===== src/rtl/cic_iq_pkg.sv =====
// rtl/cic_iq_pkg.sv - shared types and defaults for the CIC I/Q scheduler
package cic_iq_pkg;

    localparam int DIN_W_DEF      = 16;
    localparam int CORE_W_DEF     = 23;
    localparam int GAIN_SHIFT_DEF = 7;

    localparam logic CH_I = 1'b0;
    localparam logic CH_Q = 1'b1;

    typedef enum logic [1:0] {
        S_IDLE,
        S_SEND_I,
        S_SEND_Q
    } issue_state_t;

    typedef enum logic {
        C_EXP_I,
        C_EXP_Q
    } coll_state_t;

endpackage


===== src/rtl/cic_iq_round.sv =====
// rtl/cic_iq_round.sv - round, arithmetic shift and saturate/wrap; CIC_IQ_SAT_EN selects saturation
module cic_iq_round #(
    parameter int DIN_W      = 16,
    parameter int CORE_W     = 23,
    parameter int GAIN_SHIFT = 7
) (
    input  logic [CORE_W-1:0] din,
    output logic [DIN_W-1:0]  dout
);

    // One guard bit so the rounding add cannot overflow.
    logic signed [CORE_W:0] ext;
    logic signed [CORE_W:0] r;

    assign ext = {din[CORE_W-1], din};

    generate
        if (GAIN_SHIFT == 0) begin : g_noround
            assign r = ext;
        end else begin : g_round
            localparam logic signed [CORE_W:0] RND = (CORE_W+1)'(1) << (GAIN_SHIFT - 1);
            assign r = (ext + RND) >>> GAIN_SHIFT;
        end
    endgenerate

`ifdef CIC_IQ_SAT_EN
    localparam logic signed [CORE_W:0] SAT_MAX = (CORE_W+1)'((1 << (DIN_W - 1)) - 1);
    localparam logic signed [CORE_W:0] SAT_MIN = -SAT_MAX - 1;

    assign dout = (r > SAT_MAX) ? SAT_MAX[DIN_W-1:0] :
                  (r < SAT_MIN) ? SAT_MIN[DIN_W-1:0] : r[DIN_W-1:0];
`else
    logic unused_hi;
    assign unused_hi = ^r[CORE_W:DIN_W];
    assign dout      = r[DIN_W-1:0];
`endif

endmodule


===== src/rtl/cic_iq_sched.sv =====
// rtl/cic_iq_sched.sv - I/Q pair issue to a shared decimator and result re-pairing; CIC_IQ_SAT_EN enables output saturation
module cic_iq_sched
    import cic_iq_pkg::*;
#(
    parameter int DIN_W      = DIN_W_DEF,
    parameter int CORE_W     = CORE_W_DEF,
    parameter int GAIN_SHIFT = GAIN_SHIFT_DEF
) (
    input  logic              clk,
    input  logic              rst_n,
    input  logic [DIN_W-1:0]  real_tdata,
    input  logic              real_tvalid,
    output logic              real_tready,
    input  logic [DIN_W-1:0]  imag_tdata,
    input  logic              imag_tvalid,
    output logic              imag_tready,
    output logic [DIN_W-1:0]  core_tdata,
    output logic              core_tuser,
    output logic              core_tvalid,
    input  logic              core_tready,
    input  logic [CORE_W-1:0] res_tdata,
    input  logic              res_tuser,
    input  logic              res_tvalid,
    output logic [DIN_W-1:0]  real_fc,
    output logic [DIN_W-1:0]  imag_fc,
    output logic              fc_valid,
    output logic [15:0]       pair_cnt,
    output logic              seq_err,
    input  logic              err_clr
);

    // Assertion follows rst_n immediately; release is delayed two clocks.
    logic [1:0] rst_sync;
    logic       rst_i_n;

    always_ff @(posedge clk or negedge rst_n) begin
        if (!rst_n) rst_sync <= 2'b00;
        else        rst_sync <= {rst_sync[0], 1'b1};
    end

    assign rst_i_n = rst_sync[1];

    issue_state_t     state, state_nxt;
    logic             accept;
    logic [DIN_W-1:0] i_hold, q_hold;

    always_comb begin
        accept      = (state == S_IDLE) & real_tvalid & imag_tvalid & rst_i_n;
        state_nxt   = state;
        core_tvalid = 1'b0;
        core_tdata  = '0;
        core_tuser  = CH_I;
        case (state)
            S_IDLE: if (accept) state_nxt = S_SEND_I;
            S_SEND_I: begin
                core_tvalid = 1'b1;
                core_tdata  = i_hold;
                core_tuser  = CH_I;
                if (core_tready) state_nxt = S_SEND_Q;
            end
            S_SEND_Q: begin
                core_tvalid = 1'b1;
                core_tdata  = q_hold;
                core_tuser  = CH_Q;
                if (core_tready) state_nxt = S_IDLE;
            end
            default: state_nxt = S_IDLE;
        endcase
    end

    assign real_tready = accept;
    assign imag_tready = accept;

    always_ff @(posedge clk or negedge rst_i_n) begin
        if (!rst_i_n) begin
            state  <= S_IDLE;
            i_hold <= '0;
            q_hold <= '0;
        end else begin
            state <= state_nxt;
            if (accept) begin
                i_hold <= real_tdata;
                q_hold <= imag_tdata;
            end
        end
    end

    coll_state_t      coll, coll_nxt;
    logic [DIN_W-1:0] res_conv, i_res;
    logic             take_i, take_q, res_bad;

    cic_iq_round #(
        .DIN_W      (DIN_W),
        .CORE_W     (CORE_W),
        .GAIN_SHIFT (GAIN_SHIFT)
    ) u_round (
        .din  (res_tdata),
        .dout (res_conv)
    );

    always_comb begin
        coll_nxt = coll;
        take_i   = 1'b0;
        take_q   = 1'b0;
        res_bad  = 1'b0;
        if (res_tvalid) begin
            if (coll == C_EXP_I && res_tuser == CH_I) begin
                take_i   = 1'b1;
                coll_nxt = C_EXP_Q;
            end else if (coll == C_EXP_Q && res_tuser == CH_Q) begin
                take_q   = 1'b1;
                coll_nxt = C_EXP_I;
            end else begin
                res_bad  = 1'b1;
                coll_nxt = C_EXP_I;
            end
        end
    end

    always_ff @(posedge clk or negedge rst_i_n) begin
        if (!rst_i_n) begin
            coll     <= C_EXP_I;
            i_res    <= '0;
            real_fc  <= '0;
            imag_fc  <= '0;
            fc_valid <= 1'b0;
            pair_cnt <= '0;
            seq_err  <= 1'b0;
        end else begin
            coll     <= coll_nxt;
            fc_valid <= take_q;
            if (take_i) i_res <= res_conv;
            if (take_q) begin
                real_fc  <= i_res;
                imag_fc  <= res_conv;
                pair_cnt <= pair_cnt + 16'd1;
            end
            // A fresh error outranks a simultaneous clear.
            if (res_bad)      seq_err <= 1'b1;
            else if (err_clr) seq_err <= 1'b0;
        end
    end

endmodule

===== config.mk =====
export PLATFORM = sky130hd
export DESIGN_NAME = cic_iq_sched
export DESIGN_NICKNAME = d
export VERILOG_FILES = /design/src/rtl/cic_iq_pkg.sv /design/src/rtl/cic_iq_round.sv /design/src/rtl/cic_iq_sched.sv
export SDC_FILE = /design/constraint.sdc
export NUM_CORES = 1
export LEC_CHECK = 0
export ABC_AREA = 1
export CORE_MARGIN = 1
export CORE_UTILIZATION = 52
export CTS_BUF_LIST = sky130_fd_sc_hd__clkbuf_8 sky130_fd_sc_hd__clkbuf_16
export DETAILED_ROUTE_END_ITERATION = 16
export GPL_TIMING_DRIVEN = 0
export PLACE_DENSITY_LB_ADDON = 0.05
export SYNTH_ARGS = -nofsm -noshare
export SYNTH_HDL_FRONTEND = slang
export SYNTH_SLANG_ARGS = --single-unit

===== constraint.sdc =====
create_clock -name clk -period 9.49 [get_ports clk]
set_clock_uncertainty 0.1 [all_clocks]
set_input_delay 0.949 -clock clk [delete_from_list [all_inputs] [get_ports clk]]
set_output_delay 0.949 -clock clk [all_outputs]
set_load 0.05 [all_outputs]

==> flow_metrics.py, run 1 <==
metrics = {
    "grt": {
        "grt_overflow": 0,
        "grt_pass1_wl_mm": 18.87,
        "grt_pass1_vias": 3936,
        "antenna_found_initial": 0,
        "grt_max_degree": 75,
        "grtUsageTotal": 0.2522,
    },
    "placement": {
        "portBuffers": 126,
        "place_inst": 746,
        "place_hpwl_mm": 8.293,
        "gp_congestion": 0.8428,
    },
    "pwr": {
        "vdd.ir_drop.worst_v": 0.0001815,
        "total_power_mw": 1.715,
        "leakagePower_nw": 2.936,
        "pwr_density_cell_mw_per_mm2": 270.0,
    },
    "sta": {
        "final.setup.tns_ps": 0,
        "worst_slew_pin_slew_ps": 554.1,
        "period_needed_ps": 4010,
        "setup_violations": 0,
        "slew_violations": 0,
        "whs_ps": 165.8,
        "rsz0062_at_grt": "false",
        "max_freq_mhz": 249.4,
        "period_share": 0.4225,
        "relSlewSlack": 0.6295,
        "hold_violations": 0,
    },
    "routing": {
        "ant_nets": 0,
        "dr.pass1.iters": 5,
        "wl_met3_um": 411,
        "highest_layer": "met4",
        "drtIter0Drc": 117,
        "viasPerCell": 5.112,
        "vias": 3895,
        "postRouteWirelength_mm": 11.11,
        "wl_met2_mm": 5.436,
        "wl_per_cell_um": 14.59,
        "wl_met1_mm": 5.062,
        "drc": 0,
    },
    "die": {
        "die_area_sq_mm": 0.009496,
        "core_area_sq_mm": 0.008763,
        "die_x_um": 97.45,
        "fp.dieH_um": 97.45,
        "initial_core_util": 0.5405,
        "pin_count": 133,
        "rows": 34,
    },
    "clock_tree": {
        "cts-root-buf": "clkbuf_8",
        "cts_resized": 0,
        "numCtsBuffers": 9,
        "numClockSinks": 103,
        "cts_max_level": 3,
        "postCtsSetupBuffers": 0,
        "cts_tree": "yes",
        "clk_path_buf_depth": 2,
        "cts.clk_slew.worst_paths_ps": 100,
        "clk_latency_ps": 360,
        "hold_buffers": 0,
    },
    "cells_and_area": {
        "area_growth_syn_to_layout_pct": 34.07,
        "nFillCells": 682,
        "multi_input_area_sq_mm": 0.001921,
        "fin_util": 0.7247,
        "num-nets-final": 720,
        "final-seq-area_sq_mm": 0.002581,
        "final-instance-count-excl-fill": 762,
        "n_antenna_cell": 0,
        "drive_gt1_frac": 0.1208,
    },
    "worst_setup_path": {
        "crit_fanout": 74,
        "critPathKind": "reg2out",
        "crit_required_ps": 8440,
        "crit_path_start_kind": "register",
        "arrival_ps": 2960,
        "end_kind": "output port",
    },
    "logic_synthesis": {
        "syn_nets": 582,
        "ys_ff_latch": 103,
        "yosys-top-cells-area": "dfrtp_1, nand2_1, mux2_2",
        "syn_area_sq_mm": 0.004737,
        "avgSynthCellArea_sq_um": 9.270,
        "yosys.area.top_type": "dfrtp_1",
        "synth.distinct_cells": 28,
        "synth.top_cell.area_share": 0.5441,
        "synth-main-ff-cell": "dfrtp_1",
        "synth_warnings": 0,
        "async_flop_share": 1.000,
        "synthCells": 511,
        "ys_seq_area_frac": 0.5441,
        "synth-edff-count": 0,
    },
    "flow_run": {
        "max_cap_viol_count": 0,
    },
    "status": {
        "status": "finished clean",
    },
    "hold_path": {
        "hp-class": "reg2async",
    },
}
[metal layers]
| layer | up-vias | GRT usage |
|---|---|---|
| met3 | 18 | 0.03525 |
| li1 | 1893 | - |
| met4 | 0 | 0.09502 |
| met1 | 1883 | 0.3372 |
| met2 | 101 | 0.4190 |
| met5 | - | 0 |
[synthesized netlist by cell type (6+ instances only)]
library cell / instances
mux2_2: 32
xor2_1: 9
inv_1: 32
nor2_2: 6
buf_2: 7
o21ai_0: 19
clkbuf_1: 6
xnor2_1: 9
nand3_1: 16
dfrtp_1: 103
ha_1: 8
o21ai_1: 6
a21oi_1: 17
nand2_1: 191
nor2_1: 21
[path summary, 6_finish.rpt]
check	cells past startpoint	slack (ps)	from	to
max	6	5480	rst_sync[1]$_DFF_PN0_	real_tready
min	0	170	rst_sync[1]$_DFF_PN0_	pair_cnt[12]$_DFFE_PN0P_
max reg2reg	5	7240	rst_sync[1]$_DFF_PN0_	i_hold[14]$_DFFE_PN0P_
min reg2reg	0	170	rst_sync[1]$_DFF_PN0_	pair_cnt[12]$_DFFE_PN0P_
max in group asynchronous	1	8440	rst_sync[1]$_DFF_PN0_	imag_fc[2]$_DFFE_PN0P_
min in group clk	0	270	rst_sync[0]$_DFF_PN0_	rst_sync[1]$_DFF_PN0_
[metrics by stage]
stage               setup slack, ps  cell area, sq um
global placement               3265              6133
finish                         5480              6351
floorplan                      4848              4737
CTS                            5419              6351
global route                   5244              6351
detailed placement             5595              6165
[sequential cells by signal, summed over array words and instances (netlist names), 2 cells and up]
name / flops
imag_fc: 16
i_hold: 16
q_hold: 16
i_res: 16
rst_sync: 2
pair_cnt: 16
state: 2
real_fc: 16
[area by class of cell]
| class | instances | area share |
|---|---|---|
| multi-input cells | 356 | 0.3024 |
| repair buffers | 127 | 0.2029 |
| well taps | 108 | 0.02128 |
| inverters | 34 | 0.02029 |
| clock inverters | 6 | 0.007683 |
| flip-flops and latches | 103 | 0.4064 |
| plain buffers | 18 | 0.01734 |
| clock buffers | 10 | 0.02167 |
[critical path, stage by stage, from the launching register on]
cell and delay, ps:
dfrtp_4 710, buf_16 370, nand2_1 150, nor2_4 230, buf_6 200, buf_4 120
clkdlybuf4s50_1 780
[power breakdown]
part | internal, mW | leakage (nW) | switching [mW]
Combinational | 0.287 | 1.55 | 0.511
Sequential | 0.573 | 1.29 | 0.0797
Clock | 0.107 | 0.0981 | 0.158
Total | 0.966 | 2.94 | 0.748
[cells by family (layout without fill, tap and decap cells)]
kind of cell / count (synthesis) / in the layout / share of synthesized area
compound gates: 46 / 46 / 0.05045
xor+xnor: 18 / 18 / 0.03328
fa+ha+maj: 8 / 8 / 0.02113
buf+inv: 52 / 195 / 0.05045
flops: 103 / 103 / 0.5441
mux: 32 / 32 / 0.07607
other cells: 1 / 1 / 0.0007916
simple gates: 251 / 251 / 0.2237
[placed cells by master (no fill, tap or decap), types with 3 or more instances in the layout]
cell             netlist  final
o21bai_1               3      3
nor2_1                21     21
clkbuf_8               0     10
nand2_2                3      3
dfrtp_1              103    102
o21ai_0               19     19
buf_2                  7      7
nand2_1              191    191
clkdlybuf4s50_1        0    126
xnor2_1                9      9
xor2_1                 9      9
nand3b_1               3      3
nand3_2                3      3
o21ai_1                6      6
nand4_1                4      4
clkbuf_1               6      6
nor2_2                 6      6
ha_1                   8      8
inv_6                  0      4
inv_1                 32     32
nand3_1               16     16
nor2_4                 3      3
mux2_2                32     32
a21oi_1               17     17
buf_6                  4      4
No activity file was read; power rests on OpenSTA's default activity.
==> run 2: changes to the inputs <==
Settings changed: CORE_UTILIZATION 52 to 43.
Clock period 9.49 ns to 3.4 ns, I/O delays scaled along.
==> flow_metrics.py, run 2 (synthesized netlist as in run 1, its figures left out) <==
metrics = {
    "pwr": {
        "leakagePower_nw": 2.959,
        "pwr_density_cell_mw_per_mm2": 747.5,
        "total_power_mw": 4.811,
        "vdd.ir_drop.worst_v": 0.0004909,
    },
    "sta": {
        "layout_setup_ws_ps": 186.4,
        "relSlewSlack": 0.6261,
        "period_needed_ps": 3214,
        "final.setup.tns_ps": 0,
        "rsz0062_at_grt": "false",
        "max_freq_mhz": 311.2,
        "hold_violations": 0,
        "slew_violations": 0,
        "whs_ps": 33.44,
        "period_share": 0.9452,
        "worst_slew_pin_slew_ps": 559.1,
        "setup_violations": 0,
    },
    "worst_setup_path": {
        "r2r-start": "rst_sync[1]$_DFF_PN0_",
        "slowest_delay_ps": 780,
        "crit_fanout": 55,
        "crit_path_start_kind": "register",
        "end_kind": "output port",
        "arrival_ps": 2770,
        "critPathKind": "reg2out",
        "worstPathCellList": "buf_16 > nand2_1 > nor2_4 > buf_6 > buf_4 > clkdlybuf4s50_1",
        "r2r_cells": 5,
        "rrSetupSlack_ps": 1330,
        "critPathBufInv": 4,
        "r2r_end": "i_hold[11]$_DFFE_PN0P_",
        "critPathSlowestCell": "clkdlybuf4s50_1",
        "cp_top_family": "buffers and inverters",
        "crit_required_ps": 2960,
    },
    "placement": {
        "portBuffers": 126,
        "dpl_cell_area_sq_mm": 0.006200,
        "gp_congestion": 0.8603,
        "place_inst": 774,
        "place_hpwl_mm": 8.155,
        "post-place-ws_ps": 203.9,
    },
    "grt": {
        "grtUsageTotal": 0.2058,
        "grt_overflow": 0,
        "antenna_found_initial": 0,
        "grt_pass1_wl_mm": 18.23,
        "grt_max_degree": 56,
        "grt_pass1_vias": 3795,
    },
    "routing": {
        "ant_nets": 0,
        "viasPerCell": 4.751,
        "dr.pass1.iters": 5,
        "drtIter0Drc": 179,
        "wl_per_cell_um": 13.94,
        "drc": 0,
        "postRouteWirelength_mm": 11.03,
        "vias": 3758,
    },
    "die": {
        "rows": 37,
        "core_area_sq_mm": 0.01051,
        "fp.dieH_um": 107.0,
        "pin_count": 133,
        "initial_core_util": 0.4508,
        "die_x_um": 107.0,
        "die_area_sq_mm": 0.01144,
    },
    "cells_and_area": {
        "num-nets-final": 722,
        "drive_gt1_frac": 0.1206,
        "nFillCells": 941,
        "final_cell_mix": "nand2_1, clkdlybuf4s50_1, dfrtp_1",
        "final_common_cell": "nand2_1",
        "area_growth_syn_to_layout_pct": 35.87,
        "final-instance-count-excl-fill": 791,
        "n_antenna_cell": 0,
        "fin_util": 0.6125,
        "final_area_sq_mm": 0.006436,
    },
    "status": {
        "status": "finished clean",
    },
    "clock_tree": {
        "clk_latency_ps": 360,
        "cts_tree": "yes",
        "numCtsBuffers": 9,
        "clk_path_buf_depth": 2,
        "cts.clk_slew.worst_paths_ps": 90,
        "hold_buffers": 0,
        "cts-root-buf": "clkbuf_8",
        "cts_max_level": 3,
        "numClockSinks": 103,
    },
    "flow_run": {
        "max_cap_viol_count": 0,
    },
    "hold_path": {
        "hp-class": "in2async",
    },
}
run 2: cell count changes in the layout (fill, tap and decap cells not counted):
cell and delta:
bufinv_16 +1, clkinvlp_4 +1, buf_6 +1, clkbuf_8 +1
inv_1 +1, buf_16 +1, inv_6 -4, clkinv_4 -1
run 2: where the power goes:
group          internal, mW  leakage [nW]  total (mW)  switching (mW)
sequential             1.60          1.29        1.82           0.219
clock                 0.373         0.103       0.770           0.397
combinational         0.804          1.57        2.22            1.42
total                  2.78          2.96        4.81            2.03
run 2: worst max-delay path by stage:
stage	startpoint	to	slack, ps	cells after the start
global placement	rst_sync[1]$_DFF_PN0_	real_tready	-760	5
global route	rst_sync[1]$_DFF_PN0_	real_tready	2	6
floorplan	rst_sync[1]$_DFF_PN0_	real_tready	490	4
CTS	rst_sync[1]$_DFF_PN0_	real_tready	110	6
finish	rst_sync[1]$_DFF_PN0_	real_tready	190	6
detailed placement	rst_sync[1]$_DFF_PN0_	real_tready	200	6
run 2: final cells by class:
| cell class | instances | area (sq um) | share of cell area |
|---|---|---|---|
| Sequential cell | 103 | 2581 | 0.4011 |
| Multi-Input combinational cell | 356 | 1921 | 0.2984 |
| Timing Repair Buffer | 129 | 1328 | 0.2063 |
| Tap cell | 136 | 170.2 | 0.02644 |
| Clock buffer | 11 | 151.4 | 0.02352 |
| Inverter | 34 | 128.9 | 0.02002 |
| Buffer | 18 | 110.1 | 0.01711 |
| Clock inverter | 4 | 46.29 | 0.007193 |
run 2: repair_timing:
action                                  in CTS  in global routing
gates resized for setup                      0                  0
endpoints found under the setup margin       2                  0
buffers inserted                             2                  0
run 2: worst reg2reg max path, cell delays in order, from the launching register on:
cell,delay (ps)
dfrtp_4,610
buf_16,290
nand2_1,180
nor2_4,240
buf_6,200
mux2_2,340
run 2: routing by layer:
metal  wire length (um)  global-route usage  vias to the layer above  part of all wire
li1                   -                   -                     1894                 -
met1               5149              0.2719                     1777              0.47
met2               5336              0.3433                       81              0.48
met3                471             0.04498                        6             0.043
met4                 68             0.05284                        0            0.0062
met5                  0                   0                        -                 0
